[config.mk]
export PLATFORM = sky130hd
export DESIGN_NAME = io_scan_ctrl
export DESIGN_NICKNAME = d
export VERILOG_FILES = /design/src/rtl/io_scan_ctrl.sv
export SDC_FILE = /design/constraint.sdc
export NUM_CORES = 1
export LEC_CHECK = 0
export ABC_AREA = 0
export CAP_MARGIN = 15
export CORE_MARGIN = 2
export CORE_UTILIZATION = 52
export DETAILED_ROUTE_END_ITERATION = 10
export PLACE_DENSITY = 0.94
export SLEW_MARGIN = 20
export SYNTH_ARGS = -nofsm -noshare
export SYNTH_HDL_FRONTEND = slang
export SYNTH_SLANG_ARGS = --single-unit
[constraint.sdc]
create_clock -name clk -period 5 [get_ports clk]
set_clock_uncertainty 0.15 [all_clocks]
set_input_delay 1.25 -clock clk [delete_from_list [all_inputs] [get_ports clk]]
set_output_delay 1.25 -clock clk [all_outputs]
set_load 0.02 [all_outputs]
[src/rtl/io_scan_ctrl.sv]
// Memory-mapped I/O block: 8-digit multiplexed 7-segment scanner, debounced buttons, switch readback.
// Registers at 0x80-0x8F: DISP, CFG (digit enable / dp mask), STAT (W1C press-pending), SW.
module io_scan_ctrl #(
  parameter int SCAN_DIV  = 4,
  parameter int DB_CYCLES = 8
) (
  input  logic        clk,
  input  logic        reset,
  input  logic        writeEN,
  input  logic [31:0] dataAdr,
  input  logic [31:0] writeData,
  output logic [31:0] readData,
  output logic        ioHit,
  input  logic        btnL,
  input  logic        btnR,
  input  logic [15:0] switch,
  output logic [7:0]  an,
  output logic [6:0]  a2g,
  output logic        dp
);
  localparam int DIV_W = $clog2(SCAN_DIV);
  localparam int DB_W  = $clog2(DB_CYCLES);
  localparam logic [DIV_W-1:0] DIV_LAST = DIV_W'(SCAN_DIV - 1);
  localparam logic [DB_W-1:0]  DB_LAST  = DB_W'(DB_CYCLES - 1);

  typedef enum logic [1:0] {
    REG_DISP = 2'd0,
    REG_CFG  = 2'd1,
    REG_STAT = 2'd2,
    REG_SW   = 2'd3
  } reg_sel_e;

  logic [31:0]     r_disp;
  logic [15:0]     r_cfg;
  logic [1:0]      r_btn_s1, r_btn_s2, r_deb, r_pend;
  logic [DB_W-1:0] r_db_cnt [2];
  logic [15:0]     r_sw_s1, r_sw_s2;
  logic [DIV_W-1:0] r_div;
  logic [2:0]      r_idx;
  logic [7:0]      r_an;
  logic [6:0]      r_a2g;
  logic            r_dp;

  reg_sel_e   w_sel;
  logic       w_wr;
  logic [1:0] w_db_take, w_db_rise, w_w1c;
  logic [3:0] w_digit;
  logic       w_unused_adr;

  assign ioHit        = (dataAdr[31:4] == 28'h0000008);
  assign w_sel        = reg_sel_e'(dataAdr[3:2]);
  assign w_wr         = writeEN && ioHit;
  assign w_w1c        = (w_wr && w_sel == REG_STAT) ? writeData[1:0] : 2'b00;
  assign w_digit      = r_disp[{r_idx, 2'b00} +: 4];
  assign w_unused_adr = ^dataAdr[1:0];

  function automatic logic [6:0] hex_to_seg(input logic [3:0] d);
    case (d)
      4'h0: return 7'h40;  4'h1: return 7'h79;  4'h2: return 7'h24;  4'h3: return 7'h30;
      4'h4: return 7'h19;  4'h5: return 7'h12;  4'h6: return 7'h02;  4'h7: return 7'h78;
      4'h8: return 7'h00;  4'h9: return 7'h10;  4'hA: return 7'h08;  4'hB: return 7'h03;
      4'hC: return 7'h46;  4'hD: return 7'h21;  4'hE: return 7'h06;  default: return 7'h0E;
    endcase
  endfunction

  // A button change is accepted on the DB_CYCLES-th consecutive differing sample.
  always_comb begin
    for (int b = 0; b < 2; b++) begin
      w_db_take[b] = (r_btn_s2[b] != r_deb[b]) && (r_db_cnt[b] == DB_LAST);
    end
  end
  assign w_db_rise = w_db_take & r_btn_s2;

  // NOTE: every register below uses <= so all flops update together from pre-edge values.
  always_ff @(posedge clk) begin
    if (reset) begin
      r_btn_s1 <= '0;
      r_btn_s2 <= '0;
      r_sw_s1  <= '0;
      r_sw_s2  <= '0;
      r_deb    <= '0;
      r_pend   <= '0;
      // NOTE: the counter array is reset element by element; a stale count would skew the first debounce.
      for (int b = 0; b < 2; b++) r_db_cnt[b] <= '0;
    end else begin
      r_btn_s1 <= {btnR, btnL};
      r_btn_s2 <= r_btn_s1;
      r_sw_s1  <= switch;
      r_sw_s2  <= r_sw_s1;
      for (int b = 0; b < 2; b++) begin
        if (r_btn_s2[b] == r_deb[b]) begin
          r_db_cnt[b] <= '0;
        end else if (w_db_take[b]) begin
          r_deb[b]    <= r_btn_s2[b];
          r_db_cnt[b] <= '0;
        end else begin
          r_db_cnt[b] <= r_db_cnt[b] + 1'b1;
        end
      end
      // A new press wins over a simultaneous software clear.
      r_pend <= (r_pend & ~w_w1c) | w_db_rise;
    end
  end

  always_ff @(posedge clk) begin
    if (reset) begin
      r_disp <= '0;
      r_cfg  <= 16'h00FF;
    end else if (w_wr) begin
      if (w_sel == REG_DISP) r_disp <= writeData;
      if (w_sel == REG_CFG)  r_cfg  <= writeData[15:0];
    end
  end

  always_ff @(posedge clk) begin
    if (reset) begin
      r_div <= '0;
      r_idx <= '0;
      r_an  <= 8'hFF;
      r_a2g <= 7'h7F;
      r_dp  <= 1'b1;
    end else begin
      if (r_div == DIV_LAST) begin
        r_div <= '0;
        r_idx <= r_idx + 3'd1;
      end else begin
        r_div <= r_div + 1'b1;
      end
      r_an  <= r_cfg[r_idx] ? ~(8'h01 << r_idx) : 8'hFF;
      r_a2g <= hex_to_seg(w_digit);
      r_dp  <= ~r_cfg[{1'b1, r_idx}];
    end
  end

  assign an  = r_an;
  assign a2g = r_a2g;
  assign dp  = r_dp;

  // NOTE: readData gets its default first so no path through the decode can infer a latch.
  always_comb begin
    readData = '0;
    if (ioHit) begin
      case (w_sel)
        REG_DISP: readData = r_disp;
        REG_CFG:  readData = {16'h0000, r_cfg};
        REG_STAT: readData = {28'h0, r_deb, r_pend};
        REG_SW:   readData = {16'h0000, r_sw_s2};
      endcase
    end
  end
endmodule

==> metrics.txt, run 1 <==
Worst-Skew Late Latency 0.52 ns; largest net degree at the start of global routing 108; Hold Path Depth 1; Via density 5.41; initial core utilization 52.7%; Syn Area/Cell 10.7 um^2; sequential area share after synthesis 46.5%; hold path startpoint r_sw_s1[4]; critical path data required time 3.60 ns; fin cells 754; num ports 134; vias 4,079; DIE AREA 10,600 um^2; pwr dens 325 nW/um^2; WS Path Type in -> out; Remaining DRCs 0; max-cap violations 0; CTS root buf clkbuf_8; final WL 13,200 um; Initial DRC Count 281; Synth top area share 43.0%; Area growth syn-to-layout 40.1%; Worst Setup End Kind primary output; period utilisation layout 98.8%; Yosys warning total 0; synthesized area 5080 um^2; Worst IR Drop VDD 0.248 mV; Hold Vio Cnt, Final 0; Die Y 103 um; initial antenna violation count 0; total track usage 25.5%; grt total ovfl 0; Most Crowded Layer GR met2; global-route wire length before repair 19,900 um; largest cells by area after synthesis dfxtp_1, mux2i_1, nor2b_1, mux4_2, nor2_1; Worst Hold End r_sw_s2[4]; clock buffer depth 2; Final Critical Period 4.94 ns; Yosys cell types 42; antenna cells 0; final setup fails 0; DR WL/cell 17.5 um; max-slew violations 0; Synth area leader dfxtp_1; Max Fclk 202 MHz; Post-synth EDFFs 6; Die Width 103 um; status completed; RePlAce Congestion 0.795; Post-synth top flop dfxtp_1; htree depth 4; total power draw 2.31 mW; setup tns final 0 ns; CTS Buf Count 17; M3 GR Usage 6.24%; Core Rows 36; ys async rst share 0%; # nets final 710; core area 9640 um^2; reg-to-reg critical path endpoint a2g[6]; routing usage on met1 27.9%; placed insts 722; CTS sink cnt 115; Cells after Synth 474; # fillers 651; met2 usage 46.6%; worst-margin pin slew 1.05 ns; reg-to-reg slack, setup 1.90 ns; share of cells above drive strength 1 12.4%; Hold WC Path Type reg -> reg; startpoint type of the worst setup path input pin; post-synthesis register bit count 115; Reg2Reg Depth 7; clk slew on worst S/H paths 0.06 ns; CTS tree built; Pleak 2.89 nW; vias in the first global route 4,066; PortBufs 131; Crit Path Max Fanout 18; R2R Path Start r_idx[1]; Max transition margin 30.2%; CP Data Arrival Time 3.54 ns; drt pass-1 iters 4; Final ANT Viol Nets 0; Detail Placement HPWL 8760 um
Yosys cell counts (6+ instances only):
| cell | number |
|---|---|
| nor2_1 | 60 |
| nand2_1 | 13 |
| a22oi_1 | 12 |
| clkbuf_1 | 16 |
| mux2_2 | 14 |
| dfxtp_1 | 109 |
| and2_1 | 20 |
| inv_1 | 10 |
| mux4_2 | 14 |
| nor4_1 | 8 |
| nor2b_1 | 51 |
| nor3_1 | 7 |
| buf_6 | 8 |
| mux2i_1 | 48 |
| edfxtp_1 | 6 |
| a211o_1 | 9 |
| ha_1 | 17 |
registers in the layout, summed over array words and instances, names as in the netlist:
name,cells
a2g,7
an,8
dp,1
r_btn_s1,2
r_btn_s2,2
r_cfg,16
r_db_cnt,6
r_deb,2
r_disp,32
r_div,2
r_idx,3
r_pend,2
r_sw_s1,16
r_sw_s2,16
power breakdown:
part	switching, mW	internal (mW)
sequential	0.0152	0.949
combinational	0.0615	0.0973
clock	0.403	0.788
total	0.480	1.83
layer usage:
layer,up-vias,wire length (um)
li1,1908,-
met1,1976,5030
met2,178,6990
met3,17,995
met4,0,197
met5,-,0
kinds of logic after synthesis:
family	Yosys count	share of synthesized area, %
buffers and inverters	41	4.34
AND/OR/NAND/NOR	174	18.5
flip-flops	115	46.5
other	1	0.0738
XOR/XNOR	3	0.517
adder cells (fa/ha/maj)	17	4.19
AO/OA/AOI/OAI	46	6.63
multiplexers	77	19.2
critical path, cell delays in order:
cell and delay [ns]:
clkdlybuf4s50_1 0.42, nor4_1 0.29, nand4_1 0.17, or2_2 0.38
buf_4 0.23, nor2_1 0.17, clkdlybuf4s50_1 0.62
layout by cell type, fill, tap and decap left out, drive strengths merged, types with 6 or more instances in the layout:
cell and count:
nor2b 51, edfxtp 6, ha 17, inv 10, dfxtp 109, and2 20
conb 6, nor2 60, nand2 13, mux4 14, clkdlybuf4s50 112, dlygate4sd2 6
a22oi 12, nor4 10, mux2i 49, a211o 9, buf 11, nor3 8
mux2 14, dlymetal6s2s 12, clkbuf 24
metrics by stage:
stage | hold WS (ns) | utilization, % | cell area, um^2 | setup WS (ns)
2_1_floorplan | 0.254 | - | 5100 | 0.772
3_3_place_gp | 0.263 | 67.3 | 6490 | 0.0600
3_5_place_dp | 0.270 | 67.3 | 6490 | 0.000617
4_1_cts | 0.285 | 73.5 | 7080 | 0.000788
5_1_grt | 0.304 | 73.9 | 7120 | -0.00803
6_report | 0.286 | 73.9 | 7120 | 0.0614
layout make-up:
cell class / count / area [um^2] / area share (%)
clock buffer: 24 / 502 / 7.05
sequential: 115 / 2360 / 33.2
multi-input combinational: 323 / 2520 / 35.4
inverter: 10 / 37.5 / 0.527
timing repair buffer: 141 / 1430 / 20.1
tap: 133 / 166 / 2.34
clock inverter: 8 / 97.6 / 1.37
worst max-delay path by stage:
| stage | slack (ns) | startpoint | cells after the start | end |
|---|---|---|---|---|
| floorplan | 0.77 | dataAdr[14] | 7 | readData[21] |
| global placement | 0.06 | dataAdr[9] | 8 | readData[23] |
| detailed placement | 0.0006 | dataAdr[4] | 8 | readData[21] |
| CTS | 0.0008 | dataAdr[4] | 8 | readData[27] |
| global route | -0.008 | dataAdr[4] | 7 | readData[15] |
| finish | 0.06 | dataAdr[4] | 7 | readData[15] |
what timing repair did:
action	CTS	global route
setup endpoints to repair	6	19
pin swaps	0	0
buffers inserted	0	0
hold buffers	0	0
resized for setup	6	13
Power figures use the tool's default switching activity.
==> run 2: changes to the inputs <==
- CORE_ASPECT_RATIO: unset -> 0.75
- SLEW_MARGIN: 20 -> unset
==> run 2 against run 1 <==
Against the previous run:
- first-iteration DRC count up 29%
- critical path depth unchanged
- design area barely moved
- final cell count is 0.13% lower
- combinational power is essentially flat
- critical path type unchanged
- largest cell class unchanged
==> metrics.txt, run 2 (synthesized netlist as in run 1, its figures left out) <==
status completed; startpoint type of the worst setup path input pin; num ports 134 (unchanged); largest net degree at the start of global routing 108 (unchanged); CTS Buf Count 17 (unchanged); final worst slack 0.0705 ns (+0.00906 ns); initial antenna violation count 0 (unchanged); total power draw 2.39 mW (+3.2%); final WL 13,800 um (+4.7%); setup tns final 0 ns (unchanged); Hold WC Path Type reg -> reg; Max transition margin 28.5% (-1.7 points); pwr dens 335 nW/um^2 (+3.2%); drt pass-1 iters 5 (+1); Worst path most repeated cell clkdlybuf4s50_1; total track usage 26.8% (+1.3 points); PortBufs 131 (unchanged); post-CTS setup buffer count 0 (unchanged); Area growth syn-to-layout 40.2% (about the same); period utilisation layout 98.6% (-0.18 points); Final ANT Viol Nets 0 (unchanged); vias 4,235 (+3.8%); share of cells above drive strength 1 12.4% (unchanged); Worst-Skew Late Latency 0.41 ns (-0.11 ns); CP max-delay cell clkdlybuf4s50_1; core area 9580 um^2 (-0.61%); # fillers 598 (-8.1%); antenna cells 0 (unchanged); fin cells 753 (-0.13%); placed insts 721 (-0.14%); DR WL/cell 18.4 um (+4.9%); CTS tree built; WS Path Type in -> out; clock buffer depth 2 (unchanged); initial core utilization 53.0% (+0.32 points); final instance area 7120 um^2 (about the same); Core Rows 31 (-14%); Worst IR Drop VDD 0.248 mV (about the same); DIE AREA 10,600 um^2 (about the same); Pleak 2.97 nW (+2.6%); pre-CTS setup slack -0.0276 ns (-0.0282 ns); htree depth 4 (unchanged); CP Data Arrival Time 3.53 ns (about the same); final setup fails 0 (unchanged); Placed Area 6490 um^2 (about the same); CTS root buf clkbuf_16; Via density 5.62 (+4.0%); Die Y 89.6 um (-13%); Hold Vio Cnt, Final 0 (unchanged); commonest cells after routing, fill and taps aside dfxtp_1, clkdlybuf4s50_1, nor2_1, nor2b_1, mux2i_1; Remaining DRCs 0 (unchanged); global-route wire length before repair 21,800 um (+9.1%); Final Critical Period 4.93 ns (-0.00906 ns); worst-margin pin slew 1.07 ns (+0.0251 ns); vias in the first global route 4,234 (+4.1%); CP delay by family, top buffers and inverters; max-slew violations 0 (unchanged); # nets final 710 (unchanged); CP max stage delay 0.61 ns (about the same); CTS sink cnt 115 (unchanged); worst path bufs/invs 3 (unchanged); Worst Setup End Kind primary output; hold_ws 0.284 ns (-0.00209 ns); RePlAce Congestion 0.826 (+3.8%); Initial DRC Count 362 (+29%); Max Fclk 203 MHz (+0.18%); Detail Placement HPWL 9000 um (+2.8%); cells along the critical path clkdlybuf4s50_1, nor4_1, nand4_1, or2_2, buf_4, nor2_1, clkdlybuf4s50_1; clk slew on worst S/H paths 0.05 ns (about the same); max reg flops 32 (unchanged); max-cap violations 0 (unchanged); critical path data required time 3.60 ns (about the same); most flop-heavy register r_disp; final core occ 74.4% (+0.49 points); commonest non-fill, non-tap cell in the layout dfxtp_1; grt total ovfl 0 (unchanged); Crit Path Max Fanout 18 (unchanged); Die Width 118 um (+15%); unrepaired setup endpoints after global routing no
-- run 2: cell count changes in the layout (fill, tap and decap cells not counted), sizes merged --
cell	delta
clkbuf	-3
dlymetal6s2s	+1
dlygate4sd2	+10
inv	+2
bufinv	+1
clkdlybuf4s50	-11
-- run 2: worst paths after layout --
check / startpoint / end / slack [ns] / depth (start not counted)
max: dataAdr[5] / readData[6] / 0.07 / 7
min: r_sw_s1[9] / r_sw_s2[9] / 0.28 / 1
max reg2reg: r_idx[0] / a2g[0] / 1.83 / 5
min reg2reg: r_sw_s1[9] / r_sw_s2[9] / 0.28 / 1
-- run 2: power breakdown --
part	leakage (nW)	switching (mW)	internal [mW]
registers	0.952	0.0144	0.948
clock network	0.296	0.440	0.825
logic	1.72	0.0637	0.0971
-- run 2: area by class of cell --
class / count / area (um^2) / area share, %
Sequential cell: 115 / 2360 / 33.2
Inverter: 10 / 37.5 / 0.527
Clock buffer: 21 / 470 / 6.60
Tap cell: 132 / 165 / 2.32
Timing Repair Buffer: 141 / 1420 / 20.0
Multi-Input combinational cell: 323 / 2520 / 35.3
Clock inverter: 11 / 150 / 2.11
-- run 2: metal layers --
layer  vias to the layer above  global-route usage [%]  part of all wire [%]
met5                         -                       0                     0
met4                         0                    13.5                   3.3
met3                        49                    9.47                   9.8
met2                       263                    45.6                    47
met1                      2013                    30.7                    39
li1                       1910                       -                     -
-- run 2: timing repair --
item	in CTS	in global routing
hold buffers	0	0
setup endpoints to repair	16	13
gates resized for setup	16	13
==> run 3: changes to the inputs <==
- RECOVER_POWER: unset -> 100
==> run 3 against run 2 <==
Against the previous run:
- the flow now finishes with violations (capacitance limit, slew limit)
- core utilization shrank 1.4 points
- global-route usage is the same
- first-iteration DRC count increased by 15%
- combinational power is essentially flat
- fmax is 0.89% higher
- clock-buffer cell count is the same
- sequential power barely moved
- power is 0.25% lower
- critical path type unchanged
==> metrics.txt, run 3 (synthesized netlist as in run 1, its figures left out) <==
status finished, violations left; failing checks capacitance limit, slew limit; M3 GR Usage 9.47% (unchanged); max reg flops 32 (unchanged); WS Path Type in -> out; Initial DRC Count 417 (+15%); hold_ws 0.283 ns (-0.000458 ns); Final Critical Period 4.89 ns (-0.0434 ns); CTS Buf Count 17 (unchanged); drt pass-1 iters 6 (+1); Int Pwr 1.87 mW (about the same); max-slew violations 108 (+108); max-cap violations 1 (+1); final worst slack 0.114 ns (+0.0434 ns); met2 usage 45.6% (unchanged); commonest non-fill, non-tap cell in the layout dfxtp_1; initial core utilization 53.0% (unchanged); final WL 13,700 um (-0.91%); global-route wire length before repair 21,800 um (unchanged); DR WL/cell 18.2 um (-0.91%); vias 4,191 (-1.0%); pre-CTS setup slack -0.0276 ns (unchanged); area of the multi-input gates 2510 um^2 (-0.25%); Worst-Skew Late Latency 0.41 ns (about the same); CTS tree built; Max Fclk 205 MHz (+0.89%); core area 9580 um^2 (unchanged); PortBufs 131 (unchanged); Hold Vio Cnt, Final 0 (unchanged); Remaining DRCs 0 (unchanged); routing usage on met1 30.7% (unchanged); Area growth syn-to-layout 37.6%; num ports 134 (unchanged); Net Sw Power 0.513 mW (-0.99%); Most Crowded Layer GR met2; unrepaired setup endpoints after global routing no; vias in the first global route 4,234 (unchanged); Crit Path Max Fanout 18 (unchanged); share of cells above drive strength 1 12.1% (-0.32 points); combinational power share 6.7% (about the same); most flop-heavy register r_disp; final setup fails 0 (unchanged); commonest cells after routing, fill and taps aside dfxtp_1, clkdlybuf4s50_1, nor2_1, nor2b_1, mux2i_1; Clk network pwr share 52.9% (about the same); grt total ovfl 0 (unchanged); Hold WC Path Type reg -> reg; Core Rows 31 (unchanged); CP Data Arrival Time 3.49 ns (-0.04 ns); Detail Placement HPWL 9000 um (unchanged); CTS Hold Buffers Added 0 (unchanged); Max transition margin -38.2% (-67 points); # fillers 631 (+5.5%); antenna cells 0 (unchanged); Reg power frac 40.4% (about the same); Die Width 118 um (unchanged); initial antenna violation count 0 (unchanged); clk slew on worst S/H paths 0.05 ns (about the same); total power draw 2.38 mW (-0.25%); FF/Latch Area 2360 um^2 (unchanged); # nets final 710 (unchanged); Via density 5.57 (-1.0%); DIE AREA 10,600 um^2 (unchanged); Switching Share 21.5% (-0.16 points); htree depth 4 (unchanged); pwr dens 341 nW/um^2 (+1.6%); RePlAce Congestion 0.826 (unchanged); largest net degree at the start of global routing 108 (unchanged); Worst Setup End Kind primary output; CTS root buf clkbuf_16; Pleak 2.65 nW (-11%); CTS sink cnt 115 (unchanged); period utilisation layout 97.7% (-0.87 points); Final ANT Viol Nets 0 (unchanged); critical path data required time 3.60 ns (about the same); Worst IR Drop VDD 0.247 mV (-0.47%); Die Y 89.6 um (unchanged); startpoint type of the worst setup path input pin; total track usage 26.8% (unchanged); worst-margin pin slew 2.07 ns (+1.00 ns); final core occ 73.0% (-1.4 points); clock buffer depth 2 (unchanged)
[run 3: final cells by class]
cell class / instances / share of cell area (%)
inverters: 10 / 0.537
repair buffers: 141 / 18.5
well taps: 132 / 2.36
clock inverters: 11 / 2.15
flip-flops and latches: 115 / 33.8
multi-input cells: 323 / 35.9
clock buffers: 21 / 6.73
[run 3: critical path: stages]
cell and delay, ns:
clkdlybuf4s50_1 0.40, nor4_1 0.30, nand4_1 0.20, or2_2 0.39, buf_4 0.22, nor2_1 0.12, clkdlybuf4s50_1 0.61
[run 3: repair_timing]
action / in CTS / in global routing
buffers inserted: 0 / 0
endpoints found under the setup margin: 16 / 13
gates resized for setup: 16 / 13
[run 3: power groups by stage]
stage               clock network, mW  registers, mW  logic (mW)
finish                           1.26          0.962       0.159
CTS                              1.26          0.962       0.161
global route                     1.31          0.964       0.171
detailed placement                  0          0.982       0.157
global placement                    0          0.980       0.152
floorplan                           0          0.979      0.0654
[run 3: metal layers]
layer  share of wire [%]  routed length, um  up-vias
met5                   0                  0        -
met4                 2.9                404        0
met3                 9.2               1260       42
met2                  48               6650      223
met1                  39               5400     2015
li1                    -                  -     1911
[run 3: worst paths after layout]
kind / endpoint / depth (start not counted) / startpoint / slack [ns]
max: readData[6] / 7 / dataAdr[13] / 0.11
min: r_sw_s2[9] / 1 / r_sw_s1[9] / 0.28
max reg2reg: a2g[0] / 5 / r_idx[0] / 1.83
min reg2reg: r_sw_s2[9] / 1 / r_sw_s1[9] / 0.28
[run 3: metrics by stage]
stage	instance area [um^2]	TNS [ns]	cells
6_report	6990	0	753
5_1_grt	6990	0	753
4_1_cts	7090	0	753
3_5_place_dp	6490	-0.108	721
3_3_place_gp	6490	0	721
2_1_floorplan	5100	0	479
